## config.mk

```make
export PLATFORM = sky130hd
export DESIGN_NAME = regfile_writeback
export DESIGN_NICKNAME = d
export VERILOG_FILES = /design/src/rtl/regfile_writeback.sv
export SDC_FILE = /design/constraint.sdc
export NUM_CORES = 1
export LEC_CHECK = 0
export CELL_PAD_IN_SITES_DETAIL_PLACEMENT = 1
export CELL_PAD_IN_SITES_GLOBAL_PLACEMENT = 1
export CORE_MARGIN = 2
export CORE_UTILIZATION = 28
export CTS_BUF_LIST = sky130_fd_sc_hd__clkbuf_4
export DETAILED_ROUTE_END_ITERATION = 7
export GPL_TIMING_DRIVEN = 1
export HOLD_SLACK_MARGIN = 0.06
export PLACE_DENSITY = 0.95
export SLEW_MARGIN = 20
export SYNTH_ARGS = -nofsm -noshare
export SYNTH_HDL_FRONTEND = slang
export SYNTH_SLANG_ARGS = --single-unit
export TNS_END_PERCENT = 100
```

## constraint.sdc

```tcl
create_clock -name clk -period 3.6 [get_ports clk]
set_input_delay 0.36 -clock clk [delete_from_list [all_inputs] [get_ports clk]]
set_output_delay 0.36 -clock clk [all_outputs]
set_load 0.01 [all_outputs]
```

## src/rtl/regfile_writeback.sv

```systemverilog
// Register file write-side controller: source select, load extend, x0 guard.
// Optional forwarding outputs enabled by REGFILE_WB_FWD_EN.
module regfile_writeback #(
  parameter int XLEN = 32
) (
  input  logic            clk,
  input  logic            rst,
  input  logic            wb_req,
  input  logic [1:0]      wb_sel,
  input  logic [4:0]      rd,
  input  logic [2:0]      funct3,
  input  logic [1:0]      addr_lo,
  input  logic [XLEN-1:0] alu_result,
  input  logic [XLEN-1:0] pc_plus4,
  input  logic [XLEN-1:0] imm,
  input  logic [XLEN-1:0] mem_rdata,
  input  logic            mem_valid,
  output logic [4:0]      da,
  output logic [XLEN-1:0] din,
  output logic            web,
  output logic            wb_busy,
  output logic            wb_done,
  output logic            wb_err,
  output logic            fwd_valid,
  output logic [4:0]      fwd_rd,
  output logic [XLEN-1:0] fwd_data
);

  typedef enum logic [1:0] {
    S_IDLE,
    S_WAIT,
    S_COMMIT,
    S_ERR
  } state_t;

  localparam logic [1:0] SEL_ALU  = 2'b00;
  localparam logic [1:0] SEL_LOAD = 2'b01;
  localparam logic [1:0] SEL_PC4  = 2'b10;
  localparam logic [1:0] SEL_IMM  = 2'b11;

  state_t state_q, state_d;

  logic [4:0] rd_q;
  logic [2:0] f3_q;
  logic [1:0] alo_q;

  logic [4:0]      da_q, da_d;
  logic [XLEN-1:0] din_q, din_d;
  logic            web_q, web_d;
  logic            busy_q, busy_d;
  logic            done_q, done_d;
  logic            err_q, err_d;

  logic [XLEN-1:0] src;
  logic [XLEN-1:0] ext;
  logic [7:0]      byte_v;
  logic [15:0]     half_v;
  logic            load_ok;
  logic            go_commit;
  logic            go_err;
  logic [4:0]      c_rd;
  logic [XLEN-1:0] c_data;

  always_comb begin
    load_ok = 1'b0;
    unique case (funct3)
      3'b000,
      3'b100: load_ok = 1'b1;
      3'b001,
      3'b101: load_ok = ~addr_lo[0];
      3'b010: load_ok = (addr_lo == 2'b00);
      default: load_ok = 1'b0;
    endcase
  end

  always_comb begin
    src = alu_result;
    unique case (wb_sel)
      SEL_ALU:  src = alu_result;
      SEL_LOAD: src = alu_result;
      SEL_PC4:  src = pc_plus4;
      SEL_IMM:  src = imm;
      default:  src = alu_result;
    endcase
  end

  always_comb begin
    byte_v = mem_rdata[{alo_q, 3'b000} +: 8];
    half_v = mem_rdata[{alo_q[1], 4'b0000} +: 16];
    unique case (f3_q)
      3'b000:  ext = {{(XLEN-8){byte_v[7]}}, byte_v};
      3'b001:  ext = {{(XLEN-16){half_v[15]}}, half_v};
      3'b100:  ext = {{(XLEN-8){1'b0}}, byte_v};
      3'b101:  ext = {{(XLEN-16){1'b0}}, half_v};
      default: ext = mem_rdata;
    endcase
  end

  always_ff @(posedge clk) begin
    if (rst) state_q <= S_IDLE;
    else     state_q <= state_d;
  end

  always_comb begin
    state_d = state_q;
    unique case (state_q)
      S_IDLE: begin
        if (wb_req) begin
          if (wb_sel != SEL_LOAD) state_d = S_COMMIT;
          else if (load_ok)       state_d = S_WAIT;
          else                    state_d = S_ERR;
        end
      end
      S_WAIT:   if (mem_valid) state_d = S_COMMIT;
      S_COMMIT: state_d = S_IDLE;
      S_ERR:    state_d = S_IDLE;
      default:  state_d = S_IDLE;
    endcase
  end

  // Outputs are computed from the transition so they land registered
  always_comb begin
    go_commit = (state_d == S_COMMIT);
    go_err    = (state_d == S_ERR);
    c_rd      = (state_q == S_IDLE) ? rd : rd_q;
    c_data    = (state_q == S_IDLE) ? src : ext;
    da_d      = go_commit ? c_rd : da_q;
    din_d     = go_commit ? c_data : din_q;
    web_d     = go_commit && (c_rd != 5'd0);
    done_d    = go_commit || go_err;
    err_d     = go_err;
    busy_d    = (state_d != S_IDLE);
  end

  always_ff @(posedge clk) begin
    if (rst) begin
      rd_q   <= '0;
      f3_q   <= '0;
      alo_q  <= '0;
      da_q   <= '0;
      din_q  <= '0;
      web_q  <= 1'b0;
      busy_q <= 1'b0;
      done_q <= 1'b0;
      err_q  <= 1'b0;
    end else begin
      if ((state_q == S_IDLE) && wb_req) begin
        rd_q  <= rd;
        f3_q  <= funct3;
        alo_q <= addr_lo;
      end
      da_q   <= da_d;
      din_q  <= din_d;
      web_q  <= web_d;
      busy_q <= busy_d;
      done_q <= done_d;
      err_q  <= err_d;
    end
  end

  assign da      = da_q;
  assign din     = din_q;
  assign web     = web_q;
  assign wb_busy = busy_q;
  assign wb_done = done_q;
  assign wb_err  = err_q;

`ifdef REGFILE_WB_FWD_EN
  logic            fv_q;
  logic [4:0]      frd_q;
  logic [XLEN-1:0] fdat_q;

  always_ff @(posedge clk) begin
    if (rst) begin
      fv_q   <= 1'b0;
      frd_q  <= '0;
      fdat_q <= '0;
    end else begin
      fv_q   <= web_d;
      frd_q  <= web_d ? da_d : 5'd0;
      fdat_q <= web_d ? din_d : '0;
    end
  end

  assign fwd_valid = fv_q;
  assign fwd_rd    = frd_q;
  assign fwd_data  = fdat_q;
`else
  assign fwd_valid = 1'b0;
  assign fwd_rd    = 5'd0;
  assign fwd_data  = '0;
`endif

endmodule

```

==> results.sh <==
export IMPL_clk_root_buffer_cell="clkbuf_4"
export IMPL_cts_resized=0
export IMPL_clock_latency_ns=0.36
export IMPL_die_height_um=118.9
export IMPL_nets=769
export IMPL_crit_fanout=19
export IMPL_drv_slew=0
export IMPL_min_path_type="flip-flop to flip-flop"
export IMPL_total_power_mw=1.560
export IMPL_synth_cell_types=39
export IMPL_start_kind="flip-flop"
export IMPL_post_route_period_util=0.6898
export IMPL_finalWirelength_um=15650
export IMPL_clk_path_buf_depth=2
export IMPL_core_mm2=0.01277
export IMPL_diodes=0
export IMPL_post_cts_setup_buffers=0
export IMPL_p_sw_frac=0.3377
export IMPL_drcViolationCount=0
export IMPL_seq_power_share=0.439
export IMPL_min_period_ns=2.483
export IMPL_die_area_mm2=0.01414
export IMPL_grt_ovfl_total=0
export IMPL_cts_hold_buf=0
export IMPL_rr_startpoint="f3_q[1]"
export IMPL_timing_rr_end="din[11]"
export IMPL_cp_arrival_ns=2.70
export IMPL_power_frac_comb=0.403
export IMPL_tns_ns=0
export IMPL_ios=223
export IMPL_drtIter0Drc=247
export IMPL_yosys_warnings=0
export IMPL_reg2reg_depth=5
export IMPL_clkPwrFrac=0.158
export IMPL_async_flop_share=0
export IMPL_synth_area_leaders="dfxtp_1 (29%), mux2i_1 (11%), buf_4 (8.3%)"
export IMPL_regToRegSetupSlack_ns=1.12
export IMPL_ys_ff_latch=53
export IMPL_pre_cts_ws_ns=0.9604
export IMPL_dp_hpwl_um=12610
export IMPL_grt_pass1_vias=4520
export IMPL_clkTransAtPathRegs_ns=0.15
export IMPL_grt_total_usage=0.2127
export IMPL_grt_max_degree=52
export IMPL_syn_cell_area_mm2=0.003697
export IMPL_fillers=1505
export IMPL_worst_slack_ns=1.117
export IMPL_yosysTopAreaCell="dfxtp_1"
export IMPL_hold_start="din[15]"
export IMPL_max_cap_violations=0
export IMPL_intPower_mw=1.033
export IMPL_fin_worst_skew_ns=0.007425
export IMPL_synth_edf_count=0
export IMPL_p_sw_uw=526.6
export IMPL_timing_fmax_mhz=402.7
export IMPL_hold_viol_final=0
export IMPL_cp_end_kind="flip-flop"
export IMPL_numPortBuffers=184
export IMPL_yosysSeqAreaShare=0.2870
export IMPL_required_ns=3.82
export IMPL_antenna_found_initial=0
export IMPL_vias_per_cell=5.337
export IMPL_start_util=0.2895
export IMPL_yosysTopAreaCellShare=0.2870
export IMPL_num_vias=4248
export IMPL_criticalPathCategory="flip-flop to flip-flop"
export IMPL_gp_congestion=0.8331
export IMPL_die_w_um=118.9
export IMPL_grt_pass1_wl_um=24120
export IMPL_peakVddDrop_mv=0.1269
export IMPL_status="complete, no violations"
export IMPL_whs_path_depth=2
export IMPL_syn_to_final_growth_pct=48.46
export IMPL_synthFlopType="dfxtp_1"
export IMPL_cts_sinks=53
export IMPL_syn_inst=473
export IMPL_h_tree_depth=2
export IMPL_layout_drive_gt1_share=0.04006
export IMPL_slew_headroom=0.3707
export IMPL_ant_nets=0
export IMPL_leakage_nw=2.108
export IMPL_finalSetupViolCount=0
export IMPL_rsz0062_at_grt="no"
export IMPL_numCtsBuffers=5
export IMPL_avgSynthCellArea_um2=7.817
export IMPL_holdPathEnd="din[15]"
export IMPL_core_rowCount=41
export IMPL_tightest_slew_ns=0.9439
export IMPL_firstDrtPassIters=4
export IMPL_cts_tree="yes"
export IMPL_routedWlPerCell_um=19.66
export IMPL_powerDensity_mw_per_mm2=284.1
power by group through the flow:
stage          clock network [mW]  logic, mW  registers (mW)
2_1_floorplan                   0      0.319           0.699
6_report                    0.246      0.629           0.684
4_1_cts                     0.257      0.629           0.684
3_3_place_gp                    0      0.601           0.692
5_1_grt                     0.283      0.677           0.691
3_5_place_dp                    0      0.626           0.697
per-layer routing:
metal / GRT usage / part of all wire / up-vias
met5: 0 / 0 / -
met1: 0.2415 / 0.39 / 2075
met3: 0.05603 / 0.076 / 26
met2: 0.3843 / 0.51 / 174
met4: 0.06994 / 0.025 / 0
li1: - / - / 1973
metrics by stage:
stage / cells / area, um2 / hold slack, ns / utilization
finish: 796 / 5489 / 0.4777 / 0.4297
global route: 796 / 5489 / 0.5076 / 0.4297
CTS: 796 / 5489 / 0.4790 / 0.4297
detailed placement: 790 / 5446 / 0.4600 / 0.4264
global placement: 790 / 5446 / 0.4500 / 0.4264
floorplan: 510 / 3836 / 0.4442 / -
synthesized netlist by cell type (12+ instances only):
library cell  count
nand2_1          75
dfxtp_1          53
buf_4            41
mux2i_1          39
nor2_1           33
a221oi_1         30
a21oi_1          25
clkbuf_1         24
buf_2            17
a22oi_1          16
o311ai_0         15
inv_1            14
nor3_1           13
a311oi_1         12
flip-flops by register name, indices dropped and copies added (netlist names):
register	flops
wb_err	1
da	5
f3_q	3
state_q	2
din	32
rd_q	5
wb_busy	1
wb_done	1
alo_q	2
web	1
worst max-delay path, stage by stage (launching register included):
cell and delay [ns]:
dfxtp_1 0.79, nor2b_1 0.15, a32oi_1 0.44, o2111ai_1 0.41, a221oi_1 0.45, nor4_1 0.10
layout make-up:
type / count / area [um2] / area share
clock buffers: 5 / 37.54 / 0.006838
clock inverters: 1 / 5.005 / 0.0009118
inverters: 14 / 52.55 / 0.009574
multi-input cells: 360 / 2238 / 0.4078
flip-flops and latches: 53 / 1061 / 0.1933
well taps: 172 / 215.2 / 0.03921
repair buffers: 191 / 1879 / 0.3424
cells in the final DEF, fill, tap and decap left out, types with 2 or more instances in the layout:
| master | count |
|---|---|
| a21oi_1 | 25 |
| a221oi_1 | 30 |
| a22o_1 | 8 |
| a22oi_1 | 16 |
| a2bb2oi_1 | 7 |
| a311oi_1 | 12 |
| buf_2 | 3 |
| buf_4 | 7 |
| clkbuf_4 | 5 |
| clkdlybuf4s50_1 | 181 |
| conb_1 | 38 |
| dfxtp_1 | 53 |
| inv_1 | 14 |
| mux2_2 | 3 |
| mux2i_1 | 39 |
| nand2_1 | 75 |
| nand3_1 | 2 |
| nor2_1 | 31 |
| nor2_2 | 3 |
| nor2b_1 | 3 |
| nor3_1 | 13 |
| nor4_1 | 8 |
| o2111ai_1 | 2 |
| o211ai_1 | 8 |
| o21ai_0 | 8 |
| o311ai_0 | 15 |
logic make-up (layout without fill, tap and decap cells):
group / count (synthesis) / in the layout / synth area share
buf+inv: 97 / 211 / 0.1479
compound gates: 138 / 138 / 0.2870
mux: 42 / 42 / 0.1147
other cells: 1 / 38 / 0.001014
flops: 53 / 53 / 0.2870
simple gates: 142 / 142 / 0.1624
worst max path at each step:
stage                    to           from  depth (start not counted)  slack, ns
floorplan           din[10]      wb_sel[0]                          8       1.86
global placement    din[31]         wb_req                          7       1.04
detailed placement  din[11]  mem_rdata[23]                          6       0.96
CTS                 din[11]        f3_q[1]                          5       1.13
global route        din[11]        f3_q[1]                          5       0.93
finish              din[11]        f3_q[1]                          5       1.12
No activity file was read; power rests on OpenSTA's default activity.
